==> src/rtl/iic_slave_regbank_ctrl.sv <==
// iic_slave_regbank_ctrl
//   System-clocked I2C slave that owns NREGS 8-bit configuration registers.
//   The first data byte after a write address sets the register pointer. Each
//   further written byte lands in reg[ptr] and advances the pointer. Reads
//   stream reg[ptr], reg[ptr+1], ... while the master ACKs. The pointer wraps
//   from NREGS-1 to 0. A local host port can also write the bank. When both
//   sides write the same index in one cycle, the I2C write wins.
//
//   Optional build macro: IIC_SPIKE_FILTER_EN adds a 3-sample majority filter
//   on synchronized SCL/SDA. It suppresses 1-clk spikes and adds 2 clk of
//   latency.
//
// Ports
//   clk, rst         system clock (>= 16x SCL), synchronous active-high reset
//   iic_scl          raw SCL from pad
//   iic_sda_i        raw SDA from pad
//   iic_sda_oe       1 = pull SDA low, 0 = release (open drain)
//   slave_addr       7-bit device address
//   host_we          host write strobe
//   host_idx         host write index
//   host_wdata       host write data
//   reg_out          register bank, reg[i] on bits [8i+7:8i]
//   wr_strobe        1-cycle pulse on an I2C register write
//   wr_idx           index of that write
//   host_collision   1-cycle pulse when a host write is dropped
//   busy             slave addressed (ACKed address until STOP/START/NACK)
module iic_slave_regbank_ctrl #(
  parameter int NREGS = 8,
  parameter int PW    = $clog2(NREGS)
) (
  input  logic               clk,
  input  logic               rst,
  input  logic               iic_scl,
  input  logic               iic_sda_i,
  output logic               iic_sda_oe,
  input  logic [6:0]         slave_addr,
  input  logic               host_we,
  input  logic [PW-1:0]      host_idx,
  input  logic [7:0]         host_wdata,
  output logic [NREGS*8-1:0] reg_out,
  output logic               wr_strobe,
  output logic [PW-1:0]      wr_idx,
  output logic               host_collision,
  output logic               busy
);

  typedef enum logic [3:0] {
    IDLE, DEV_ADDR, ADDR_ACK, PTR, PTR_ACK,
    WR_DATA, WR_ACK, RD_DATA, RD_ACK, IGNORE
  } state_e;

  // ---------------------------------------------------------------------------
  // Input conditioning
  // ---------------------------------------------------------------------------
  logic [1:0] scl_sync_q, sda_sync_q;
  logic       scl_c, sda_c;
  logic       scl_prev_q, sda_prev_q;

  always_ff @(posedge clk) begin
    if (rst) begin
      scl_sync_q <= '1;
      sda_sync_q <= '1;
    end else begin
      scl_sync_q <= {scl_sync_q[0], iic_scl};
      sda_sync_q <= {sda_sync_q[0], iic_sda_i};
    end
  end

`ifdef IIC_SPIKE_FILTER_EN
  logic [2:0] scl_win_q, sda_win_q;

  always_ff @(posedge clk) begin
    if (rst) begin
      scl_win_q <= '1;
      sda_win_q <= '1;
    end else begin
      scl_win_q <= {scl_win_q[1:0], scl_sync_q[1]};
      sda_win_q <= {sda_win_q[1:0], sda_sync_q[1]};
    end
  end

  always_comb begin
    scl_c = (scl_win_q[0] & scl_win_q[1]) | (scl_win_q[0] & scl_win_q[2]) |
            (scl_win_q[1] & scl_win_q[2]);
    sda_c = (sda_win_q[0] & sda_win_q[1]) | (sda_win_q[0] & sda_win_q[2]) |
            (sda_win_q[1] & sda_win_q[2]);
  end
`else
  assign scl_c = scl_sync_q[1];
  assign sda_c = sda_sync_q[1];
`endif

  always_ff @(posedge clk) begin
    if (rst) begin
      scl_prev_q <= 1'b1;
      sda_prev_q <= 1'b1;
    end else begin
      scl_prev_q <= scl_c;
      sda_prev_q <= sda_c;
    end
  end

  logic scl_rise, scl_fall, start_det, stop_det;

  assign scl_rise  =  scl_c & ~scl_prev_q;
  assign scl_fall  = ~scl_c &  scl_prev_q;
  assign start_det =  scl_c &  scl_prev_q &  sda_prev_q & ~sda_c;
  assign stop_det  =  scl_c &  scl_prev_q & ~sda_prev_q &  sda_c;

  // ---------------------------------------------------------------------------
  // Protocol FSM
  // ---------------------------------------------------------------------------
  state_e        state_q, state_d;
  logic [3:0]    bit_cnt_q, bit_cnt_d;
  logic [7:0]    shift_q, shift_d;
  logic [PW-1:0] ptr_q, ptr_d;
  logic          sda_oe_q, sda_oe_d;
  logic          busy_q, busy_d;
  logic          wr_go_q, wr_go_d;     // byte complete, commit next clk
  logic          ptr_inc_q, ptr_inc_d; // advance ptr one clk after commit
  logic          i2c_we;
  logic [7:0]    regs_q [NREGS];
  logic [7:0]    rd_byte;

  always_ff @(posedge clk) begin
    if (rst) begin
      state_q   <= IDLE;
      bit_cnt_q <= '0;
      shift_q   <= '0;
      ptr_q     <= '0;
      sda_oe_q  <= 1'b0;
      busy_q    <= 1'b0;
      wr_go_q   <= 1'b0;
      ptr_inc_q <= 1'b0;
    end else begin
      state_q   <= state_d;
      bit_cnt_q <= bit_cnt_d;
      shift_q   <= shift_d;
      ptr_q     <= ptr_d;
      sda_oe_q  <= sda_oe_d;
      busy_q    <= busy_d;
      wr_go_q   <= wr_go_d;
      ptr_inc_q <= ptr_inc_d;
    end
  end

  always_comb begin
    state_d   = state_q;
    bit_cnt_d = bit_cnt_q;
    shift_d   = shift_q;
    ptr_d     = ptr_q;
    sda_oe_d  = sda_oe_q;
    busy_d    = busy_q;
    wr_go_d   = 1'b0;
    ptr_inc_d = 1'b0;
    i2c_we    = 1'b0;
    rd_byte   = regs_q[ptr_q];

    if (stop_det) begin
      state_d   = IDLE;
      bit_cnt_d = '0;
      sda_oe_d  = 1'b0;
      busy_d    = 1'b0;
    end else if (start_det) begin
      state_d   = DEV_ADDR;
      bit_cnt_d = '0;
      sda_oe_d  = 1'b0;
      busy_d    = 1'b0;
    end else begin
      // Write commit and pointer advance run on the system clock.
      // SCL is far slower, so both finish before the ACK fall.
      if (wr_go_q) begin
        i2c_we    = 1'b1;
        ptr_inc_d = 1'b1;
      end
      if (ptr_inc_q) ptr_d = ptr_q + 1'b1;

      case (state_q)
        IDLE: sda_oe_d = 1'b0;

        DEV_ADDR: begin
          if (scl_rise && bit_cnt_q < 4'd8) begin
            shift_d   = {shift_q[6:0], sda_c};
            bit_cnt_d = bit_cnt_q + 4'd1;
          end else if (scl_fall && bit_cnt_q == 4'd8) begin
            if (shift_q[7:1] == slave_addr) begin
              state_d  = ADDR_ACK;
              sda_oe_d = 1'b1;
              busy_d   = 1'b1;
            end else begin
              state_d = IGNORE;
            end
          end
        end

        ADDR_ACK: begin
          if (scl_fall) begin
            bit_cnt_d = '0;
            if (shift_q[0]) begin
              shift_d  = rd_byte;
              sda_oe_d = ~rd_byte[7];
              state_d  = RD_DATA;
            end else begin
              sda_oe_d = 1'b0;
              state_d  = PTR;
            end
          end
        end

        PTR: begin
          if (scl_rise && bit_cnt_q < 4'd8) begin
            shift_d   = {shift_q[6:0], sda_c};
            bit_cnt_d = bit_cnt_q + 4'd1;
          end else if (scl_fall && bit_cnt_q == 4'd8) begin
            ptr_d    = shift_q[PW-1:0];
            sda_oe_d = 1'b1;
            state_d  = PTR_ACK;
          end
        end

        PTR_ACK, WR_ACK: begin
          if (scl_fall) begin
            sda_oe_d  = 1'b0;
            bit_cnt_d = '0;
            state_d   = WR_DATA;
          end
        end

        WR_DATA: begin
          if (scl_rise && bit_cnt_q < 4'd8) begin
            shift_d   = {shift_q[6:0], sda_c};
            bit_cnt_d = bit_cnt_q + 4'd1;
            if (bit_cnt_q == 4'd7) wr_go_d = 1'b1;
          end else if (scl_fall && bit_cnt_q == 4'd8 && !wr_go_q && !ptr_inc_q) begin
            sda_oe_d = 1'b1;
            state_d  = WR_ACK;
          end
        end

        RD_DATA: begin
          if (scl_rise && bit_cnt_q < 4'd8) begin
            bit_cnt_d = bit_cnt_q + 4'd1;
          end else if (scl_fall && bit_cnt_q == 4'd8) begin
            sda_oe_d = 1'b0;
            state_d  = RD_ACK;
          end else if (scl_fall && bit_cnt_q != 4'd0) begin
            shift_d  = {shift_q[6:0], 1'b0};
            sda_oe_d = ~shift_q[6];
          end
        end

        RD_ACK: begin
          // ptr advances on the ACK rise. The fall then loads the new byte.
          if (scl_rise) begin
            if (sda_c) begin
              state_d  = IGNORE;
              busy_d   = 1'b0;
              sda_oe_d = 1'b0;
            end else begin
              ptr_d = ptr_q + 1'b1;
            end
          end else if (scl_fall) begin
            shift_d   = rd_byte;
            sda_oe_d  = ~rd_byte[7];
            bit_cnt_d = '0;
            state_d   = RD_DATA;
          end
        end

        IGNORE: sda_oe_d = 1'b0;

        default: begin
          state_d  = IDLE;
          sda_oe_d = 1'b0;
          busy_d   = 1'b0;
        end
      endcase
    end
  end

  // ---------------------------------------------------------------------------
  // Register bank and host arbitration
  // ---------------------------------------------------------------------------
  logic          wr_strobe_q;
  logic [PW-1:0] wr_idx_q;
  logic          host_coll_q;

  always_ff @(posedge clk) begin
    if (rst) begin
      regs_q      <= '{default: '0};
      wr_strobe_q <= 1'b0;
      wr_idx_q    <= '0;
      host_coll_q <= 1'b0;
    end else begin
      wr_strobe_q <= i2c_we;
      host_coll_q <= 1'b0;
      if (i2c_we) wr_idx_q <= ptr_q;
      if (host_we) begin
        if (i2c_we && host_idx == ptr_q) host_coll_q <= 1'b1;
        else                             regs_q[host_idx] <= host_wdata;
      end
      if (i2c_we) regs_q[ptr_q] <= shift_q;
    end
  end

  always_comb begin
    reg_out = '0;
    for (int unsigned i = 0; i < NREGS; i++) reg_out[8*i +: 8] = regs_q[i];
  end

  // Release SDA combinationally on reset so the bus is freed immediately
  assign iic_sda_oe     = sda_oe_q & ~rst;
  assign wr_strobe      = wr_strobe_q;
  assign wr_idx         = wr_idx_q;
  assign host_collision = host_coll_q;
  assign busy           = busy_q;

endmodule

==> config.mk <==
export PLATFORM = sky130hd
export DESIGN_NAME = iic_slave_regbank_ctrl
export DESIGN_NICKNAME = d
export VERILOG_FILES = /design/src/rtl/iic_slave_regbank_ctrl.sv
export SDC_FILE = /design/constraint.sdc
export NUM_CORES = 1
export LEC_CHECK = 0
export CORE_ASPECT_RATIO = 0.8
export CORE_MARGIN = 10
export CORE_UTILIZATION = 45
export DETAILED_ROUTE_END_ITERATION = 10
export MAX_ROUTING_LAYER = met4
export PLACE_DENSITY_LB_ADDON = 0.1
export SYNTH_ARGS = -nofsm -noshare
export SYNTH_HDL_FRONTEND = slang
export SYNTH_SLANG_ARGS = --single-unit
==> constraint.sdc <==
create_clock -name clk -period 6.3 [get_ports clk]
set_input_delay 1.89 -clock clk [delete_from_list [all_inputs] [get_ports clk]]
set_output_delay 1.89 -clock clk [all_outputs]
set_load 0.01 [all_outputs]
**Yosys cells after proc, flatten, opt, wreduce, memory -nomap -nowiden**

Cells that the tools add are included.
W data, S select, Z words.

- Input port bits: 23
- Output and inout port bits: 71
- Register bits: 97

- Bitwise gates (word level): 24
- Reduce and logical (&&, ||, !) cells: 32
- Equal/unequal tests: 49
- Add/sub/neg operators: 2
- $lt $le $gt $ge: 5
- Multiplexer cells: 73

Operators with widths:

| operator | number |
|---|---|
| $mux W64 | 4 |
| $bwmux W64 | 2 |
| $mux W8 | 12 |
| $mux W4 | 17 |
| $demux W8 S3 | 2 |
| $ne A3 B3 Y1 const B | 13 |
| $reduce_and A13 Y1 | 3 |
| $ne A2 B2 Y1 const B | 18 |
| $pmux W4 S8 | 1 |
| $pmux W8 S4 | 1 |
| $bmux W8 S3 | 1 |
| $mux W1 | 23 |
| $eq A4 B3 Y1 const B | 5 |
| $mux W3 | 6 |
| $not A1 Y1 | 14 |
| $eq A4 B4 Y1 const B | 3 |
| $pmux W4 S3 | 1 |
| $reduce_and A11 Y1 | 1 |
| $reduce_and A10 Y1 | 1 |
| $reduce_or A3 Y1 | 3 |
| $and A1 B1 Y1 | 8 |
| $eq A4 B2 Y1 const B | 2 |
| $ge A4 B4 Y1 const B | 2 |
| $logic_and A1 B1 Y1 | 8 |
| other kinds (24) | 34 |

**Longest topological paths before layout**

Gate-level depths: netlist of the first run.

- Depth in word-level cells: 11
- Gate-level depth with buffers: 10
- Gate-level depth less buffers: 8

**Worst setup path after synthesis of the first run**

OpenSTA, ideal clock, no wires.

- Kind: input to output
- From: input port rst
- To: output port iic_sda_oe
- Required time: 4410 ps
- Path slack: 1977 ps
- Cell stages on the path: 3
- Arrival: 2433 ps
- Path buffers: 2
- Path through: clkbuf_1 -> clkbuf_1 -> nor2b_1

- Word-level cells in the longest chain between the ends: 2

Ends and longest elaborated chain:

| item | line | text |
|---|---|---|
| start, declared | 32 | `input logic rst,` |
| $not A1 Y1 | 312 | `assign iic_sda_oe = sda_oe_q & ~rst;` |
| $and A1 B1 Y1 | 312 |  |
| end, declared | 35 | `output logic iic_sda_oe,` |

Every way passes these cells.

**Final worst setup path of the first run**

Same ends and word-level chain as after synthesis.

==> results of run 1 <==
## where the power goes
group          switching [mW]  leakage [nW]  internal [mW]  total, mW
Sequential             0.0890         0.787          0.644      0.733
Combinational           0.243          1.72          0.191      0.435
Clock                   0.257         0.139          0.310      0.567
## area by class of cell
class	count	area (um2)
Multi-Input combinational cell	474	3310
Sequential cell	97	1940
Inverter	7	26.3
Clock buffer	10	229
Timing Repair Buffer	98	963
Fill cell	1109	5390
Clock inverter	6	67.6
Tap cell	152	190
## cells in the mapped netlist, drive strengths merged (14+ instances only)
master / count / area [um2]
mux2i: 58 / 581
nor4: 30 / 224
mux4: 14 / 315
o21ai: 18 / 105
a211oi: 45 / 378
nor3: 28 / 145
clkbuf: 42 / 160
dfxtp: 97 / 1940
buf: 23 / 111
a21oi: 20 / 100
nand2: 28 / 105
nor2: 121 / 454
## final timing paths
kind	startpoint	end	cells after the start
setup reg to reg	ptr_q[1]	reg_out[29]	7
hold reg to reg	scl_sync_q[0]	scl_sync_q[1]	1
setup / recovery	rst	iic_sda_oe	3
hold / removal	scl_sync_q[0]	scl_sync_q[1]	1
## registers in the layout (all words and copies together), names as in the netlist
signal          count
reg_out            64
shift_q             8
bit_cnt_q           4
state_q             4
ptr_q               3
wr_idx              3
scl_sync_q          2
sda_sync_q          2
busy                1
host_collision      1
scl_prev_q          1
sda_oe_q            1
sda_prev_q          1
wr_go_q             1
wr_strobe           1
## metrics by stage
step / setup WS (ps) / cells / utilization
2_1_floorplan: 1980 / 643 / -
6_report: 1720 / 844 / 0.555
5_1_grt: 1700 / 844 / 0.555
4_1_cts: 1710 / 844 / 0.555
3_5_place_dp: 1710 / 828 / 0.531
3_3_place_gp: 1720 / 828 / 0.531
## kinds of logic (layout without fill, tap and decap cells)
| logic type | count (synthesis) | count (layout) | share of synthesized area |
|---|---|---|---|
| AO/OA/AOI/OAI | 106 | 106 | 0.142 |
| flip-flops | 97 | 97 | 0.350 |
| adder cells (fa/ha/maj) | 6 | 6 | 0.0135 |
| buffers and inverters | 72 | 121 | 0.0537 |
| AND/OR/NAND/NOR | 275 | 275 | 0.254 |
| multiplexers | 76 | 76 | 0.170 |
| XOR/XNOR | 11 | 11 | 0.0174 |
## metal layers
metal / wire length, um / part of all wire / global-route usage / vias to the layer above
met5: 0 / 0 / - / -
met4: 316 / 0.017 / 0.0605 / 0
met3: 1620 / 0.088 / 0.0477 / 24
met2: 7750 / 0.42 / 0.299 / 242
met1: 8780 / 0.48 / 0.312 / 2471
li1: - / - / - / 2413
==> flow_metrics.py, run 1 <==
metrics = {
    "outcome": {
        "outcome": "completed",
    },
    "yosys": {
        "postSynthCellCount": 643,
        "synth_warnings": 0,
        "postSynth.asyncResetShare": 0,
        "synth_flop_cell": "dfxtp_1",
        "synth-edff-count": 0,
        "ys_ff_latch": 97,
        "synth_cell_type_count": 65,
        "yosysSeqAreaShare": 0.350,
        "postSynthAreaPerCell_um2": 8.63,
        "syn_area_mm2": 0.00555,
        "synth_nets": 672,
    },
    "timing": {
        "finalSetupViolCount": 0,
        "holdWs_ps": 416,
        "slew_violations": 0,
        "fin_crit_sh": 0.727,
        "tightestPinTransition_ps": 1000,
        "rsz0062_at_grt": "no",
        "skew_ps": 10.6,
        "max-slew-margin-rel": 0.326,
        "period_minus_slack_ps": 4580,
        "hold_viol": 0,
        "setup_tns_ps": 0,
        "fmax_ghz": 0.218,
    },
    "power": {
        "power.total_mw": 1.73,
        "vdd_drop_max_mv": 0.168,
        "p_leak_nw": 2.65,
        "p_per_area_mw_per_mm2": 258,
    },
    "clocking": {
        "post_cts.repair.setup_buffers": 0,
        "cts_resized": 0,
        "worstSkewPairLatency_ps": 350,
        "cts.path.max_buffers": 2,
        "cts_sinks": 97,
        "cts_tree": "done",
        "clk_pin_slew_ps": 70,
        "htreeDepth": 3,
        "cts_hold_buf": 0,
        "numCtsBuffers": 9,
        "clockRootBuffer": "clkbuf_16",
    },
    "routing": {
        "first_iter_violations": 528,
        "routed_wl_mm": 18.5,
        "antenna_left": 0,
        "drc": 0,
        "wl_per_cell_um": 21.9,
        "dr.pass1.iters": 7,
        "vias_per_cell": 6.10,
        "vias": 5150,
    },
    "worst_hold_path": {
        "hold_path_class": "flip-flop to flip-flop",
    },
    "critical_path": {
        "regToRegSetupSlack_ps": 3460,
        "cp_top_family": "buffers and inverters",
        "worstPathCellList": "buf_2 > nor2b_1 > clkdlybuf4s50_1",
        "slowest_delay_ps": 560,
        "worstPathRequired_ps": 4410,
        "crit_path_end_kind": "primary output",
        "path_class": "input pin to primary output",
        "path_buf_inv": 2,
        "start_kind": "input pin",
        "cp_slowest_cell": "clkdlybuf4s50_1",
        "worstPathArrival_ps": 2690,
        "crit_fanout": 2,
    },
    "place": {
        "hpwl_mm": 13.0,
        "place.gp.congestion": 0.895,
        "placed_area_mm2": 0.00643,
        "port_buffers": 93,
    },
    "layout": {
        "final_cell_mix": "nor2_1 (121), dfxtp_1 (97), clkdlybuf4s50_1 (92)",
        "fin_nets": 716,
        "antenna_cells": 0,
        "layout_commonest_cell": "nor2_1",
        "finalInstanceArea_mm2": 0.00673,
        "layout-drive-gt1-share": 0.0997,
        "syn2layout_area_growth_pct": 21.2,
    },
    "global_route": {
        "antenna_found_initial": 0,
        "grt_max_degree": 89,
        "grt_pass1_vias": 4927,
        "track_usage": 0.218,
        "grt.overflow.total": 0,
        "grt_pass1_wl_mm": 28.5,
    },
    "floorplan": {
        "die_height_um": 119,
        "rows": 36,
        "die_w_um": 144,
        "ioPinCount": 94,
        "initial_core_util": 0.458,
        "design.core.area_mm2": 0.0121,
        "fp.dieArea_mm2": 0.0172,
    },
    "job": {
        "drv_cap": 0,
    },
}
Note: power is estimated with default switching activity, not from simulation.
==> inputs of run 2 (changes only) <==
==> constraint.sdc (replaced) <==
create_clock -name clk -period 4.12 [get_ports clk]
set_input_delay 1.236 -clock clk [delete_from_list [all_inputs] [get_ports clk]]
set_output_delay 1.236 -clock clk [all_outputs]
set_load 0.01 [all_outputs]
==> run 2 against run 1 <==
  * First-iteration DRC count is 4.4% lower
  * Setup slack worse by 960 ps
  * Count of clock-buffer cells in the layout stayed put
  * Global-route usage is 0.077 points higher
  * Flip-flop and latch count stayed put
==> flow_metrics.py, run 2 (same netlist as run 1, synthesis figures left out) <==
metrics = {
    "worst_hold_path": {
        "worstHoldPathCells": 1,
        "hold_start": "scl_sync_q[0]",
        "hold_path_class": "flip-flop to flip-flop",
        "hold_end": "scl_sync_q[1]",
    },
    "floorplan": {
        "die_height_um": 119,
        "design.core.area_mm2": 0.0121,
        "ioPinCount": 94,
        "die_w_um": 144,
        "fp.dieArea_mm2": 0.0172,
        "rows": 36,
        "initial_core_util": 0.458,
    },
    "critical_path": {
        "r2r-end": "state_q[0]",
        "cp_top_family": "simple AND/OR/NAND/NOR gates",
        "path_buf_inv": 1,
        "worstPathArrival_ps": 3600,
        "start_kind": "input pin",
        "regToRegSetupSlack_ps": 1490,
        "worstPathRequired_ps": 4370,
        "cp_slowest_cell": "or4b_1",
        "path_class": "input pin to flip-flop",
        "crit_path_end_kind": "flip-flop",
        "worstPathCellList": "clkdlybuf4s50_1 > xnor2_1 > nand3_1 > o21ai_2 > or4b_1 > mux2i_1 > a211oi_1",
        "crit_fanout": 8,
        "reg2regPathDepth": 7,
        "timing.rr.start": "scl_sync_q[1]",
        "slowest_delay_ps": 750,
    },
    "layout": {
        "layout_commonest_cell": "nor2_1",
        "fin_nets": 722,
        "layout-drive-gt1-share": 0.109,
        "final_cell_mix": "nor2_1 (121), dfxtp_1 (97), clkdlybuf4s50_1 (92)",
        "syn2layout_area_growth_pct": 22.2,
        "antenna_cells": 0,
        "finalInstanceArea_mm2": 0.00678,
        "largest_register_ff_count": 64,
    },
    "timing": {
        "period_minus_slack_ps": 3360,
        "max-slew-margin-rel": 0.287,
        "finalSetupViolCount": 0,
        "setup_tns_ps": 0,
        "rsz0062_at_grt": "no",
        "hold_viol": 0,
        "holdWs_ps": 418,
        "slew_violations": 0,
        "skew_ps": 7.38,
        "tightestPinTransition_ps": 1060,
        "fin_crit_sh": 0.815,
        "fmax_ghz": 0.298,
    },
    "clocking": {
        "numCtsBuffers": 9,
        "worstSkewPairLatency_ps": 350,
        "cts.path.max_buffers": 2,
        "cts_resized": 0,
        "clk_pin_slew_ps": 70,
        "cts_sinks": 97,
        "clockRootBuffer": "clkbuf_16",
        "post_cts.repair.setup_buffers": 0,
        "cts_tree": "done",
        "cts_hold_buf": 0,
        "htreeDepth": 3,
    },
    "routing": {
        "first_iter_violations": 505,
        "routed_wl_mm": 18.5,
        "wl_per_cell_um": 21.8,
        "dr.pass1.iters": 5,
        "drc": 0,
        "vias_per_cell": 6.18,
        "vias": 5251,
        "antenna_left": 0,
    },
    "power": {
        "p_seq_frac": 0.418,
        "p_leak_nw": 2.68,
        "netSwitchingPower_mw": 0.910,
        "power.total_mw": 2.68,
        "p_comb_frac": 0.255,
        "vdd_drop_max_mv": 0.222,
        "clockPowerShare": 0.327,
        "sw_frac_of_total": 0.340,
        "p_per_area_mw_per_mm2": 395,
        "internal_power_mw": 1.77,
    },
    "job": {
        "drv_cap": 0,
    },
    "global_route": {
        "track_usage": 0.219,
        "grt_max_degree": 89,
        "antenna_found_initial": 0,
        "grt_pass1_vias": 5068,
        "grt_pass1_wl_mm": 29.1,
        "grt.overflow.total": 0,
    },
    "place": {
        "hpwl_mm": 13.1,
        "port_buffers": 93,
        "place.gp.congestion": 0.921,
        "placed_area_mm2": 0.00648,
    },
    "outcome": {
        "outcome": "completed",
    },
}
==> run 2: final cells by class <==
| cell class | instances | area (um2) |
|---|---|---|
| multi-input cells | 474 | 3310 |
| clock inverters | 6 | 67.6 |
| clock buffers | 10 | 239 |
| flip-flops and latches | 97 | 1940 |
| repair buffers | 104 | 1010 |
| fillers | 1108 | 5330 |
| inverters | 7 | 26.3 |
| well taps | 152 | 190 |
==> run 2: how the worst max path moves through the flow <==
| stage | slack, ps | end | cells past startpoint | start |
|---|---|---|---|---|
| floorplan | 1110 | iic_sda_oe | 3 | rst |
| global placement | 590 | reg_out[26] | 7 | host_idx[2] |
| detailed placement | 430 | reg_out[24] | 7 | host_idx[2] |
| CTS | 770 | reg_out[24] | 7 | host_idx[2] |
| global route | 610 | reg_out[25] | 7 | host_idx[2] |
| finish | 760 | reg_out[24] | 7 | host_idx[2] |
==> run 2: per-layer routing <==
layer	up-vias	wire, um	track usage
met5	-	0	-
met1	2535	8630	0.314
met3	15	1950	0.0647
met2	277	7710	0.293
met4	0	204	0.0498
li1	2424	-	-
==> run 2: power groups by stage <==
stage               Sequential (mW)  Clock, mW  Combinational, mW
global placement               1.14          0              0.661
floorplan                      1.04          0              0.566
detailed placement             1.13          0              0.667
finish                         1.12      0.876              0.683
global route                   1.14      0.920              0.745
CTS                            1.11      0.890              0.671
==> run 2: stage by stage <==
stage | util | instances | setup WS, ps
after floorplan | - | 643 | 1110
after global placement | 0.535 | 834 | 590
after detailed placement | 0.535 | 834 | 431
after CTS | 0.560 | 850 | 771
after global routing | 0.560 | 850 | 613
final | 0.560 | 850 | 764
==> variant 1, RTL diff (flow settings as in run 2) <==
Set the parameter `NREGS` to 16 (it was 8). Comments in the files are not updated.
--- a/src/rtl/iic_slave_regbank_ctrl.sv
+++ b/src/rtl/iic_slave_regbank_ctrl.sv
@@ -25,7 +25,7 @@
 //   host_collision   1-cycle pulse when a host write is dropped
 //   busy             slave addressed (ACKed address until STOP/START/NACK)
 module iic_slave_regbank_ctrl #(
-  parameter int NREGS = 8,
+  parameter int NREGS = 16,
   parameter int PW    = $clog2(NREGS)
 ) (
   input  logic               clk,
Interface: changed (resized host_idx, reg_out and wr_idx); port bits go from 94 to 160. No check against the original RTL was run, so the function may have changed too.
==> variant 1 against run 2 <==
Worst hold slack worse by 0.014 ns; fmax down 0.80%; core utilization grew 0.53 points; setup slack got worse by 0.027 ns; first-iteration DRC count increased by 94%; count of clock-buffer cells in the layout is 9 higher; synthesized cell count rose by 49%; routed wire length is 73% higher; sequential cell count is 66 higher; cell area rose by 66%; global-route usage is 2.1 points higher; area after synthesis increased by 66%; total power grew 40%; largest cell class unchanged; largest power group unchanged.
==> variant 1: results <==
[status]
status = "complete, no violations"

[synthesis]
synthXorXnorAreaFrac = 0.0124
yosysUniqueCellTypes = 64
synth_fa_ha_area_frac = 0.0122
seq_area_frac_synth = 0.354
netlist_top_cells_area = "dfxtp_1 (35%), mux2i_1 (16%), a211oi_1 (11%), mux4_2 (7.8%), nor2_1 (6.6%)"

[detailed_routing]
via_per_inst = 6.17
wl_per_cell_um = 24.1
drt_pass1_iterations = 4
drtIter0Drc = 979

[clock_tree]
clock_latency_ns = 0.43
cts_sinks = 163

[power]
irDropWorstVdd_mv = 0.223
pg_comb_mw = 0.581
intPower_mw = 2.67
p_seq_frac = 0.454

[placement]
gp_congestion = 0.909

[cells_and_area]
buf_share = 0.153
multi_input_area_share = 0.480
inverters = 11
drive_above_1_share = 0.115
seqCellArea_mm2 = 0.00327

[sta]
hold-worst-slack_ns = 0.404
worst_pin_slew_ns = 1.04

[grt]
grt_pass1_wl_um = 49000
track_usage = 0.240
grt_max_degree = 81

[critical_path]
rr_endpoint = "reg_out[6]"
slowest_delay_ns = 0.63
## variant 1: layer usage
layer,vias up,GRT usage,routed length [um]
met5,-,-,0
met4,0,0.0656,529
met3,37,0.0673,2950
met2,416,0.329,13300
met1,3979,0.334,15300
li1,3766,-,-
## variant 1: metrics by stage
stage | area, um2 | power, mW | util | setup slack [ns] | instances
finish | 11300 | 3.76 | 0.565 | 0.737 | 1328
floorplan | 9210 | 2.10 | - | 1.04 | 961
global placement | 10800 | 2.31 | 0.540 | 0.452 | 1302
CTS | 11300 | 3.75 | 0.565 | 0.784 | 1328
detailed placement | 10800 | 2.31 | 0.540 | 0.371 | 1302
global route | 11300 | 3.88 | 0.565 | 0.567 | 1328
## variant 1: worst max path at each step
stage	slack [ns]	to	start
floorplan	1.04	iic_sda_oe	rst
global placement	0.45	reg_out[5]	host_idx[3]
detailed placement	0.37	reg_out[6]	host_idx[3]
CTS	0.78	reg_out[6]	host_idx[3]
global route	0.57	reg_out[3]	host_idx[3]
finish	0.74	reg_out[6]	host_idx[3]
==> variant 2, RTL diff (config.mk and constraints of run 2) <==
Made on the original files. Take the reset off `shift_q` and load it in a clocked block of its own.
--- a/src/rtl/iic_slave_regbank_ctrl.sv
+++ b/src/rtl/iic_slave_regbank_ctrl.sv
@@ -126,7 +126,6 @@
     if (rst) begin
       state_q   <= IDLE;
       bit_cnt_q <= '0;
-      shift_q   <= '0;
       ptr_q     <= '0;
       sda_oe_q  <= 1'b0;
       busy_q    <= 1'b0;
@@ -135,13 +134,16 @@
     end else begin
       state_q   <= state_d;
       bit_cnt_q <= bit_cnt_d;
-      shift_q   <= shift_d;
       ptr_q     <= ptr_d;
       sda_oe_q  <= sda_oe_d;
       busy_q    <= busy_d;
       wr_go_q   <= wr_go_d;
       ptr_inc_q <= ptr_inc_d;
     end
+  end
+
+  always_ff @(posedge clk) begin
+    shift_q <= shift_d;
   end
 
   always_comb begin
Function: same outputs for any inputs over 4 cycles, from zero or initial values and one cycle with rst high; that may be too few to reach the edited logic, so the function may still have changed.
==> variant 2 against run 2 <==
Routed wire length fell by 4.1%; sequential cell count did not move; area after synthesis fell by 2.7%; total power fell by 7.1%; setup slack improved by 0.074 ns; critical path depth fell by 4; critical endpoint is now iic_sda_oe; cell area fell by 2.3%; fmax rose by 2.2%.
==> variant 2: results <==
[status]
status = "complete, no violations"

[critical_path]
cp_slowest_cell = "clkdlybuf4s50_1"
cp_max_fo = 2
slowest_delay_ns = 0.55
r2r_slack_ns = 1.39
path_delay_family = "buffers and inverters"

[synthesis]
ys_warn_count = 0
netlist_top_cells_area = "dfxtp_1 (33%), mux2i_1 (14%), a211oi_1 (7.9%), mux4_2 (5.8%), nor2_1 (5.7%)"
yosysMostFrequentCell = "dfxtp_1"
ys_async_sr_fraction = 0
synth_fa_ha_area_frac = 0.0139
synth_compound_gate_area_share = 0.184
synth_enable_flop_cells = 8
yosys-top-cells-count = "dfxtp_1 (89), nor2_1 (82), mux2i_1 (73)"
synthXorXnorAreaFrac = 0.0195
yosysUniqueCellTypes = 61
synth_mux_area_frac = 0.198
syn-num-nets = 611
seq_area_frac_synth = 0.374

[power]
irDropWorstVdd_mv = 0.204
p_leak_nw = 2.42

[clock_tree]
htreeDepth = 3
cts.path.max_buffers = 2
clkTransAtPathRegs_ns = 0.06
post_cts_buffers = 0
cts_root_buffer = "clkbuf_16"
clock_latency_ns = 0.35
cts_buffers = 9
cts-resized-gates = 0

[cells_and_area]
largest_reg_flops = 64
drive_above_1_share = 0.104
nets = 667
n_antenna_cell = 0

[detailed_routing]
drt_wl_total_um = 17700
drt_pass1_iterations = 5
drtIter0Drc = 535
vias = 4822

[min_path]
hold_path.class = "reg -> reg"

[grt]
track_usage = 0.210
grt_pass1_wl_um = 27300
antenna_found_initial = 0
grt_max_degree = 74
grt_pass1_vias = 4494

[sta]
hold-worst-slack_ns = 0.413
fin_skew_ns = 0.00626
worst_pin_slew_ns = 0.962

[floorplanning]
die_w_um = 142

[placement]
gp_congestion = 0.953
dp_hpwl_um = 12600
port_buffers = 93
placed_area_mm2 = 0.00632
variant 2: cell count changes in the layout (fill, tap and decap cells not counted), moves of 4 or more:
cell      delta
a211oi_1    +20
a211oi_2     +4
a21oi_1      -4
buf_4        -6
dfxtp_1      -8
edfxtp_1     +8
mux2i_1     +15
nand2_1      +9
nand3_1      +7
nor2_1      -39
nor3_1      -21
nor3b_1      -5
nor4_1      -23
or2_2        -5
variant 2: power breakdown:
part           total [mW]  internal (mW)  leakage [nW]  switching [mW]
logic               0.497          0.217          1.48           0.280
clock network       0.853          0.481         0.151           0.372
registers            1.14           1.01         0.796           0.129
variant 2: logic make-up (layout without fill, tap and decap cells):
logic type,count (synthesis),count (layout)
multiplexers,89,89
AND/OR/NAND/NOR,187,187
XOR/XNOR,12,12
flip-flops,97,97
adder cells (fa/ha/maj),6,6
AO/OA/AOI/OAI,128,128
buffers and inverters,63,124
variant 2: final timing paths:
path,startpoint,cells after the start,end
setup reg to reg,ptr_q[2],5,reg_out[47]
hold / removal,sda_sync_q[0],1,sda_sync_q[1]
hold reg to reg,sda_sync_q[0],1,sda_sync_q[1]
setup / recovery,rst,3,iic_sda_oe
variant 2: per-layer routing:
layer,up-vias,global-route usage,wire length [um]
li1,2242,-,-
met1,2350,0.300,8460
met2,211,0.293,7550
met3,19,0.0464,1520
met4,0,0.0480,212
met5,-,-,0
variant 2: cell type report:
class / count / area (um2)
fillers: 1014 / 4980
flip-flops and latches: 97 / 2020
clock inverters: 3 / 20.0
repair buffers: 98 / 963
inverters: 10 / 37.5
clock buffers: 13 / 282
multi-input cells: 422 / 3120
well taps: 148 / 185
variant 2: through the flow:
step,worst slack [ns],cells,utilization
floorplan,1.29,582,-
global placement,0.717,775,0.545
detailed placement,0.629,775,0.545
CTS,0.828,791,0.571
global route,0.801,791,0.571
finish,0.837,791,0.571
